File: src/rtl/alu_dispatch.sv
`default_nettype none
// ============================================================================
//  Module      : alu_dispatch
//  Description : Initiator side of the ALU handshake for CHIP-8 8XYn
//                arithmetic. Accepts one request from decode, drives the ALU
//                through its reset / release / done sequence, then writes the
//                result to Vx and the carry flag to VF through a single
//                register-file write port. One operation in flight at a time.
//  Revision    : 1.0 - initial release
// ----------------------------------------------------------------------------
//  Parameters
//    TIMEOUT_CYCLES  : maximum number of WAIT cycles before the op is aborted
//    FLAG_REG        : register index that receives the carry flag
//  Ports
//    clk_in          : system clock
//    rst_in          : synchronous reset, active-high
//    start_in        : request strobe, sampled only while idle (busy_out = 0)
//    op_in           : low nibble n of 8XYn; only 4'h4 (ADD) is supported
//    x_in            : destination / first-operand register index
//    vx_in, vy_in    : operand values, valid with start_in
//    busy_out        : high from the cycle after accept until back in IDLE
//    done_out        : one-cycle pulse, both register writes have issued
//    error_out       : one-cycle pulse, unsupported op or ALU timeout
//    alu_rst_out     : ALU reset, high whenever the ALU is not in use
//    alu_in_out      : packed alu_input {op[19:16], operand_a[15:8],
//                      operand_b[7:0]}
//    alu_result_in   : ALU 8-bit result, valid only with alu_done_in
//    alu_overflow_in : ALU carry out, valid only with alu_done_in
//    alu_done_in     : ALU completion
//    wr_en_out       : register-file write enable
//    wr_addr_out     : register-file write index
//    wr_data_out     : register-file write data
// ============================================================================
module alu_dispatch #(
    parameter int         TIMEOUT_CYCLES = 16,
    parameter logic [3:0] FLAG_REG       = 4'hF
) (
    input  logic        clk_in,
    input  logic        rst_in,
    input  logic        start_in,
    input  logic [3:0]  op_in,
    input  logic [3:0]  x_in,
    input  logic [7:0]  vx_in,
    input  logic [7:0]  vy_in,
    output logic        busy_out,
    output logic        done_out,
    output logic        error_out,
    output logic        alu_rst_out,
    output logic [19:0] alu_in_out,
    input  logic [7:0]  alu_result_in,
    input  logic        alu_overflow_in,
    input  logic        alu_done_in,
    output logic        wr_en_out,
    output logic [3:0]  wr_addr_out,
    output logic [7:0]  wr_data_out
);

    // ------------------------------------------------------------------------
    // Constants
    // ------------------------------------------------------------------------
    // 8XY4 is the only arithmetic form this dispatcher forwards to the ALU.
    localparam logic [3:0]  c_NIBBLE_ADD  = 4'h4;
    // ALU-side opcode for addition carried in the alu_input struct.
    localparam logic [3:0]  c_ALU_OP_ADD  = 4'h4;
    localparam logic [19:0] c_ALU_IN_IDLE = {c_ALU_OP_ADD, 8'h00, 8'h00};

    // One spare bit so the counter can hold TIMEOUT_CYCLES without wrapping.
    localparam int                 c_CNT_W    = $clog2(TIMEOUT_CYCLES + 1);
    localparam logic [c_CNT_W-1:0] c_CNT_LAST = c_CNT_W'(TIMEOUT_CYCLES - 1);

    localparam logic [2:0] c_ST_IDLE  = 3'd0;
    localparam logic [2:0] c_ST_ISSUE = 3'd1;
    localparam logic [2:0] c_ST_WAIT  = 3'd2;
    localparam logic [2:0] c_ST_WB_X  = 3'd3;
    localparam logic [2:0] c_ST_WB_F  = 3'd4;
    localparam logic [2:0] c_ST_FIN   = 3'd5;
    localparam logic [2:0] c_ST_ERR   = 3'd6;

    // ------------------------------------------------------------------------
    // Registers and wires
    // ------------------------------------------------------------------------
    logic [2:0]         r_state;
    logic [2:0]         w_next_state;
    logic [3:0]         r_x;
    logic [19:0]        r_alu_in;
    logic [c_CNT_W-1:0] r_wait_cnt;
    logic [7:0]         r_result;
    logic               r_carry;
    logic               w_accept_add;

    // A supported request accepted this cycle; launches the ALU sequence.
    assign w_accept_add = (r_state == c_ST_IDLE) && start_in &&
                          (op_in == c_NIBBLE_ADD);

    // ------------------------------------------------------------------------
    // FSM: state register
    // ------------------------------------------------------------------------
    always_ff @(posedge clk_in) begin
        if (rst_in) begin
            r_state <= c_ST_IDLE;
        end else begin
            r_state <= w_next_state;
        end
    end

    // ------------------------------------------------------------------------
    // FSM: next-state logic
    // ------------------------------------------------------------------------
    always_comb begin
        w_next_state = r_state;
        case (r_state)
            c_ST_IDLE: begin
                if (start_in) begin
                    w_next_state = (op_in == c_NIBBLE_ADD) ? c_ST_ISSUE
                                                           : c_ST_ERR;
                end
            end
            c_ST_ISSUE: w_next_state = c_ST_WAIT;
            c_ST_WAIT: begin
                // Completion takes priority over an expiring timeout.
                if (alu_done_in) begin
                    w_next_state = c_ST_WB_X;
                end else if (r_wait_cnt == c_CNT_LAST) begin
                    w_next_state = c_ST_ERR;
                end
            end
            c_ST_WB_X:  w_next_state = c_ST_WB_F;
            c_ST_WB_F:  w_next_state = c_ST_FIN;
            c_ST_FIN:   w_next_state = c_ST_IDLE;
            c_ST_ERR:   w_next_state = c_ST_IDLE;
            default:    w_next_state = c_ST_IDLE;
        endcase
    end

    // ------------------------------------------------------------------------
    // Datapath: operand latch, timeout counter, result capture
    // ------------------------------------------------------------------------
    always_ff @(posedge clk_in) begin
        if (rst_in) begin
            r_x        <= 4'h0;
            r_alu_in   <= c_ALU_IN_IDLE;
            r_wait_cnt <= '0;
            r_result   <= 8'h00;
            r_carry    <= 1'b0;
        end else begin
            // Operands are loaded at accept so they are already on the ALU
            // inputs during ISSUE, while the ALU is still held in reset, and
            // stay put until the next accepted request. Rejected requests
            // leave the ALU inputs untouched.
            if (w_accept_add) begin
                r_x      <= x_in;
                r_alu_in <= {c_ALU_OP_ADD, vx_in, vy_in};
            end

            if (r_state == c_ST_ISSUE) begin
                r_wait_cnt <= '0;
            end else if (r_state == c_ST_WAIT) begin
                r_wait_cnt <= r_wait_cnt + 1'b1;
            end

            // ALU outputs may be undefined outside done, so they are only
            // sampled on the completion cycle inside WAIT.
            if ((r_state == c_ST_WAIT) && alu_done_in) begin
                r_result <= alu_result_in;
                r_carry  <= alu_overflow_in;
            end
        end
    end

    // ------------------------------------------------------------------------
    // FSM: output decode
    // ------------------------------------------------------------------------
    always_comb begin
        busy_out    = 1'b0;
        done_out    = 1'b0;
        error_out   = 1'b0;
        alu_rst_out = 1'b1;
        wr_en_out   = 1'b0;
        wr_addr_out = 4'h0;
        wr_data_out = 8'h00;
        alu_in_out  = r_alu_in;

        if (rst_in) begin
            // Reset overrides the current state immediately so that a write
            // pending in this cycle is dropped rather than issued.
            alu_in_out = c_ALU_IN_IDLE;
        end else begin
            case (r_state)
                c_ST_IDLE: begin
                end
                c_ST_ISSUE: begin
                    busy_out = 1'b1;
                end
                c_ST_WAIT: begin
                    busy_out    = 1'b1;
                    alu_rst_out = 1'b0;
                end
                c_ST_WB_X: begin
                    busy_out    = 1'b1;
                    wr_en_out   = 1'b1;
                    wr_addr_out = r_x;
                    wr_data_out = r_result;
                end
                c_ST_WB_F: begin
                    // Issued after the Vx write so that when x is the flag
                    // register the flag value is what remains.
                    busy_out    = 1'b1;
                    wr_en_out   = 1'b1;
                    wr_addr_out = FLAG_REG;
                    wr_data_out = {7'b0, r_carry};
                end
                c_ST_FIN: begin
                    busy_out = 1'b1;
                    done_out = 1'b1;
                end
                c_ST_ERR: begin
                    busy_out  = 1'b1;
                    error_out = 1'b1;
                end
                default: begin
                end
            endcase
        end
    end

endmodule
`default_nettype wire

File: config.mk
export PLATFORM = sky130hd
export DESIGN_NAME = alu_dispatch
export DESIGN_NICKNAME = d
export VERILOG_FILES = /design/src/rtl/alu_dispatch.sv
export SDC_FILE = /design/constraint.sdc
export NUM_CORES = 1
export LEC_CHECK = 0
export ABC_CLOCK_PERIOD_IN_PS = 3400
export BUFFER_PORTS_ARGS = -buffer_cell sky130_fd_sc_hd__buf_2
export CAP_MARGIN = 15
export CORE_MARGIN = 4
export CORE_UTILIZATION = 51
export CTS_CLUSTER_SIZE = 16
export DETAILED_ROUTE_END_ITERATION = 10
export GPL_ROUTABILITY_DRIVEN = 0
export MAX_ROUTING_LAYER = met4
export PLACE_DENSITY = 0.82
export SETUP_SLACK_MARGIN = 0.4
export SYNTH_ARGS = -nofsm -noshare
export SYNTH_HDL_FRONTEND = slang
export SYNTH_SLANG_ARGS = --single-unit
File: constraint.sdc
create_clock -name clk_in -period 3.4 [get_ports clk_in]
set_input_delay 0.34 -clock clk_in [delete_from_list [all_inputs] [get_ports clk_in]]
set_output_delay 0.34 -clock clk_in [all_outputs]
set_load 0.03 [all_outputs]
==> impl_metrics.py, run 1 <==
metrics = {
    "clock_tree": {
        "clock_sinks": 37,
        "cts_htree_levels": 2,
        "clockRootBuffer": "clkbuf_8",
        "post_cts.repair.setup_buffers": 0,
        "holdBufCountCts": 0,
        "clk_pin_slew_ns": 0.07,
        "cts_tree": "done",
        "cts_buffers": 5,
        "clockBufferDepth": 2,
        "cts_resized": 0,
        "clk_latency_ns": 0.28,
    },
    "timing": {
        "hold_viol": 0,
        "slew_headroom_pct": 26.15,
        "fin_setup_tns_ns": 0,
        "whs_ns": 0.2934,
        "fmax_mhz": 404.4,
        "tightest_slew_ns": 1.103,
        "clock_skew_ns": 0.002498,
        "rsz0062_at_grt": "false",
        "fin_crit_sh_pct": 72.73,
        "final-max-slew-violation-count": 0,
        "fin_crit_ns": 2.473,
        "setup_viol": 0,
    },
    "final_layout": {
        "fin_nets": 347,
        "antennaDiodeCount": 0,
        "seqCellArea_um2": 740.7,
        "layout-drive-gt1-share_pct": 34.09,
        "fillCellCount": 339,
        "area_growth_pct": 17.89,
        "multi_input_comb_area_um2": 1174,
    },
    "grt": {
        "grt_max_degree": 62,
        "overflow": 0,
        "grt.total_usage_pct": 19.70,
        "grt_pass1_vias": 1772,
        "antenna_found_initial": 0,
        "grt_pass1_wl_mm": 8.066,
    },
    "critical_path": {
        "cp_max_fo": 27,
        "rrSetupSlack_ns": 1.59,
        "ff2ff_path_depth": 3,
        "r2r_end": "r_carry",
        "cp.arrival_ns": 2.13,
        "end_kind": "primary output",
        "path_class": "reg2out",
        "critPathLaunchType": "flop",
        "critPathRequiredTime_ns": 3.06,
        "rr_startpoint": "r_state[1]",
    },
    "synthesis": {
        "synth_cells": 256,
        "syn_area_um2": 2063,
        "yosysTopAreaCellShare_pct": 35.90,
        "synth.area.top_cells": "dfxtp_1 36%, a21oi_1 9.9%, o21ai_2 8.5%",
        "synth-warning-count": 0,
        "synthFlopType": "dfxtp_1",
        "synth_edf_count": 0,
        "synth_cell_types": 40,
        "synthTopCellsByCount": "41 x a21oi_1, 37 x dfxtp_1, 27 x nand2_1",
        "yosysMostFrequentCell": "a21oi_1",
        "synth_area_leader_cell": "dfxtp_1",
        "ys_seq_area_share_pct": 35.90,
        "ys_seq_elements": 37,
        "syn_area_per_cell_um2": 8.059,
        "async_flop_share_pct": 0,
    },
    "drt": {
        "avgRoutedWirePerCell_um": 13.89,
        "first_iter_violations": 169,
        "route.detailed.drc": 0,
        "firstDrtPassIters": 4,
        "ant_nets": 0,
        "num_vias": 1928,
        "routed_wl_mm": 4.944,
        "viasPerCell": 5.416,
    },
    "flow_run": {
        "drv_cap": 0,
    },
    "power": {
        "switching_share_pct": 39.93,
        "p_seq_share_pct": 44.1,
        "intPower_mw": 0.8030,
        "p_per_area_nw_per_um2": 549.6,
        "combPwrFrac_pct": 33.4,
        "clockPowerShare_pct": 22.5,
        "irDropWorstVdd_mv": 0.3844,
        "switching_power_mw": 0.5339,
        "leakagePower_nw": 0.9864,
    },
    "die": {
        "die_h_um": 71.61,
        "rows": 22,
        "pin_count": 74,
        "placeableCoreArea_um2": 3771,
        "die-area_um2": 5127,
        "die_w_um": 71.61,
        "initial_core_util_pct": 54.71,
    },
    "min_path": {
        "whs_path_depth": 3,
        "hold_class": "in2reg",
        "min_from": "alu_result_in[4]",
        "hold_end": "r_result[4]",
    },
    "status": {
        "status": "finished clean",
    },
    "place": {
        "hpwl_mm": 3.340,
        "portBuffers": 69,
    },
}
per-layer routing:
| layer | track usage (%) | vias up | routed length (um) |
|---|---|---|---|
| li1 | - | 987 | - |
| met4 | 6.263 | 0 | 77 |
| met3 | 6.171 | 8 | 344 |
| met1 | 24.70 | 868 | 2204 |
| met5 | - | - | 0 |
| met2 | 30.20 | 65 | 2318 |
cell usage in the layout (no fill, tap or decap), types with 4 or more instances in the layout:
cell type / instances
nand2b_1: 4
conb_1: 4
nor3b_1: 4
nand3_1: 21
o21ai_0: 4
nor2_1: 4
clkbuf_8: 6
and2_1: 8
o21ai_2: 20
nor2b_1: 18
buf_2: 69
nand2_1: 27
nor3_1: 4
dfxtp_1: 37
a21oi_1: 41
kinds of logic after synthesis:
kind of cell,Yosys count,share of synthesized area [%]
flip-flops,37,35.90
AND/OR/NAND/NOR,107,30.08
other,2,0.3640
buffers and inverters,30,8.307
AO/OA/AOI/OAI,78,24.14
adder cells (fa/ha/maj),2,1.213
worst max-delay path by stage:
stage,startpoint,endpoint,slack [ns],depth (start not counted)
after floorplan,r_state[2],busy_out,1.55,4
after global placement,r_state[1],wr_data_out[2],1.35,4
after detailed placement,r_state[1],wr_data_out[3],1.25,4
after CTS,r_state[1],wr_data_out[3],0.94,4
after global routing,r_state[1],wr_data_out[3],0.69,4
final,r_state[1],wr_data_out[3],0.93,4
power groups by stage:
stage | sequential, mW | clock (mW) | combinational, mW
global placement | 0.591 | 0 | 0.435
detailed placement | 0.596 | 0 | 0.439
global route | 0.607 | 0.327 | 0.485
finish | 0.589 | 0.301 | 0.447
CTS | 0.586 | 0.306 | 0.445
floorplan | 0.513 | 0 | 0.443
metrics by stage:
step	util, %	total power [mW]	std cells	area [um2]	setup slack (ns)
5_1_grt	64.50	1.419	356	2432	0.6864
3_3_place_gp	62.21	1.025	349	2346	1.352
2_1_floorplan	-	0.9562	258	2071	1.547
3_5_place_dp	62.21	1.035	349	2346	1.249
6_report	64.50	1.337	356	2432	0.9271
4_1_cts	64.50	1.337	356	2432	0.9395
area by class of cell:
type                    instances  area share (%)
flip-flops and latches         37           30.45
well taps                      48           2.469
inverters                       1          0.1543
clock buffers                   7           3.549
multi-input cells             191           48.25
repair buffers                 72           15.12
state kept, by name (all words and copies together), names as in the netlist:
| name | count |
|---|---|
| r_x | 4 |
| r_carry | 1 |
| r_result | 8 |
| r_wait_cnt | 5 |
| r_state | 3 |
| r_alu_in | 16 |
worst max-delay path, cell delays in order, from the launching register on:
cell and delay (ns):
dfxtp_1 0.85, nand2b_1 0.22, nor3b_2 0.39, and2_1 0.19, buf_2 0.20
Power figures use the tool's default switching activity.
==> run 2: changes to the inputs <==
--- a/config.mk
+++ b/config.mk
@@ -5,16 +5,16 @@
 export SDC_FILE = /design/constraint.sdc
 export NUM_CORES = 1
 export LEC_CHECK = 0
-export ABC_CLOCK_PERIOD_IN_PS = 3400
+export ABC_CLOCK_PERIOD_IN_PS = 2500
 export BUFFER_PORTS_ARGS = -buffer_cell sky130_fd_sc_hd__buf_2
 export CAP_MARGIN = 15
 export CORE_MARGIN = 4
-export CORE_UTILIZATION = 51
+export CORE_UTILIZATION = 49
 export CTS_CLUSTER_SIZE = 16
 export DETAILED_ROUTE_END_ITERATION = 10
 export GPL_ROUTABILITY_DRIVEN = 0
 export MAX_ROUTING_LAYER = met4
-export PLACE_DENSITY = 0.82
+export PLACE_DENSITY = 0.79
 export SETUP_SLACK_MARGIN = 0.4
 export SYNTH_ARGS = -nofsm -noshare
 export SYNTH_HDL_FRONTEND = slang
==> constraint.sdc (replaced) <==
create_clock -name clk_in -period 2.5 [get_ports clk_in]
set_input_delay 0.25 -clock clk_in [delete_from_list [all_inputs] [get_ports clk_in]]
set_output_delay 0.25 -clock clk_in [all_outputs]
set_load 0.03 [all_outputs]
==> run 2 against run 1 <==
Clock power is 43% higher. Power increased by 37%. Global-route usage is 1.2 points lower. Sequential cell count stayed put. Register-to-register slack got worse by 0.81 ns. Via count fell by 0.31%. Hold slack lost 0.093 ns. Critical endpoint is now wr_data_out[5]. Largest power group unchanged. Design area up 1.2%. Non-clock buffer count increased by 2. First-iteration DRC count fell by 33%. Sequential power grew 30%. Critical path depth decreased by 1.
==> impl_metrics.py, run 2 (synthesized netlist as in run 1, its figures left out) <==
metrics = {
    "status": {
        "status": "finished clean",
    },
    "critical_path": {
        "critical_path.n_buffers_inverters": 1,
        "path_class": "reg2out",
        "cp_max_fo": 24,
        "end_kind": "primary output",
        "critPathRequiredTime_ns": 2.25,
        "crit_family": "simple AND/OR/NAND/NOR gates",
        "cp.arrival_ns": 1.69,
        "crit_chain": "nor3b_2, and2_1, buf_2",
        "slowest_delay_ns": 0.57,
        "critPathLaunchType": "flop",
        "crit_cells": 3,
        "slowest_stage": "dfxtp_2",
        "ff2ff_path_depth": 6,
    },
    "timing": {
        "fin_crit_ns": 1.944,
        "hold_viol": 0,
        "setup_viol": 0,
        "slew_headroom_pct": 60.05,
        "final-max-slew-violation-count": 0,
        "clock_skew_ns": 0.007677,
        "whs_ns": 0.2006,
        "fin_setup_tns_ns": 0,
        "tightest_slew_ns": 0.5993,
        "fin_crit_sh_pct": 77.76,
        "rsz0062_at_grt": "false",
        "fmax_mhz": 514.4,
    },
    "die": {
        "die-area_um2": 5313,
        "placeableCoreArea_um2": 4029,
        "rows": 23,
        "die_w_um": 72.89,
        "die_h_um": 72.89,
        "pin_count": 74,
        "initial_core_util_pct": 51.21,
    },
    "clock_tree": {
        "cts_htree_levels": 2,
        "clock_sinks": 37,
        "cts_buffers": 5,
        "clk_pin_slew_ns": 0.08,
        "clockBufferDepth": 2,
        "clk_latency_ns": 0.28,
        "holdBufCountCts": 0,
        "cts_tree": "done",
        "clockRootBuffer": "clkbuf_8",
    },
    "final_layout": {
        "layout_commonest_cell": "buf_2",
        "largest-register": "r_alu_in",
        "layout_common_cells": "69 x buf_2, 41 x a21oi_1, 35 x dfxtp_1, 27 x nand2_1, 21 x nand3_1",
        "post_layout_nonfiller_instances": 361,
        "fin_nets": 349,
        "area_growth_pct": 19.34,
        "antennaDiodeCount": 0,
        "layout-drive-gt1-share_pct": 35.69,
        "top_regs": "r_alu_in (16), r_result (8), r_wait_cnt (5)",
        "largest_reg_flops": 16,
    },
    "drt": {
        "route.detailed.drc": 0,
        "ant_nets": 0,
        "num_vias": 1922,
        "avgRoutedWirePerCell_um": 13.24,
        "firstDrtPassIters": 4,
        "viasPerCell": 5.324,
        "first_iter_violations": 114,
        "routed_wl_mm": 4.781,
    },
    "power": {
        "switching_power_mw": 0.7285,
        "switching_share_pct": 39.68,
        "intPower_mw": 1.108,
        "irDropWorstVdd_mv": 0.4349,
        "leakagePower_nw": 1.004,
        "p_per_area_nw_per_um2": 745.7,
        "combPwrFrac_pct": 35.0,
        "p_seq_share_pct": 41.6,
        "clockPowerShare_pct": 23.4,
    },
    "min_path": {
        "whs_path_depth": 3,
        "hold_class": "in2reg",
    },
    "grt": {
        "grt_pass1_vias": 1712,
        "overflow": 0,
        "antenna_found_initial": 0,
        "grt.total_usage_pct": 18.45,
        "grt_max_degree": 62,
        "grt_pass1_wl_mm": 7.672,
    },
    "place": {
        "portBuffers": 69,
        "dp_cells": 353,
        "hpwl_mm": 3.360,
    },
    "flow_run": {
        "drv_cap": 0,
    },
}
[run 2: cell count changes in the layout (fill, tap and decap cells not counted), sizes merged]
cell | previous run | this run
buf | 72 | 74
clkbuf | 7 | 6
clkinv | 0 | 2
[run 2: final timing paths]
kind                                        from        endpoint  slack [ns]
worst max register to register     r_wait_cnt[0]      r_state[0]        0.78
worst max-delay path                  r_state[0]  wr_data_out[5]        0.56
worst min-delay path            alu_result_in[4]     r_result[4]        0.20
worst min register to register       r_result[5]     r_result[5]        0.45
[run 2: area by class of cell]
| class | count | area (um2) |
|---|---|---|
| Sequential cell | 37 | 743.2 |
| Multi-Input combinational cell | 191 | 1174 |
| Fill cell | 365 | 1567 |
| Inverter | 1 | 3.754 |
| Clock buffer | 6 | 82.58 |
| Timing Repair Buffer | 74 | 382.9 |
| Clock inverter | 2 | 13.76 |
| Tap cell | 50 | 62.56 |
[run 2: timing repair]
action,in CTS,in global routing
endpoints found under the setup margin,12,6
gates resized for setup,1,1
setup buffers,0,0
[run 2: worst register-to-register path, stage by stage (launching register included)]
cell and delay [ns]:
dfxtp_1 0.35, ha_1 0.24, and3_1 0.19, ha_1 0.19, nor3b_1 0.28, o22ai_1 0.17, a21boi_1 0.17
[run 2: per-layer routing]
metal / track usage (%) / wire length [um]
met5: - / 0
met1: 24.00 / 2079
met4: 3.893 / 15
met2: 29.26 / 2312
met3: 4.408 / 374
[run 2: power groups by stage]
stage | Combinational [mW] | Sequential, mW | Clock [mW]
finish | 0.642 | 0.765 | 0.429
global route | 0.704 | 0.780 | 0.469
CTS | 0.645 | 0.759 | 0.441
detailed placement | 0.645 | 0.771 | 0
global placement | 0.635 | 0.768 | 0
floorplan | 0.603 | 0.698 | 0
[run 2: through the flow]
stage	util, %	power [mW]	cell area [um2]	setup slack [ns]
2_1_floorplan	-	1.300	2071	0.7373
5_1_grt	61.12	1.953	2462	0.4234
3_3_place_gp	58.66	1.403	2364	0.6559
6_report	61.12	1.836	2462	0.5561
3_5_place_dp	58.66	1.416	2364	0.6117
4_1_cts	61.09	1.845	2461	0.4209
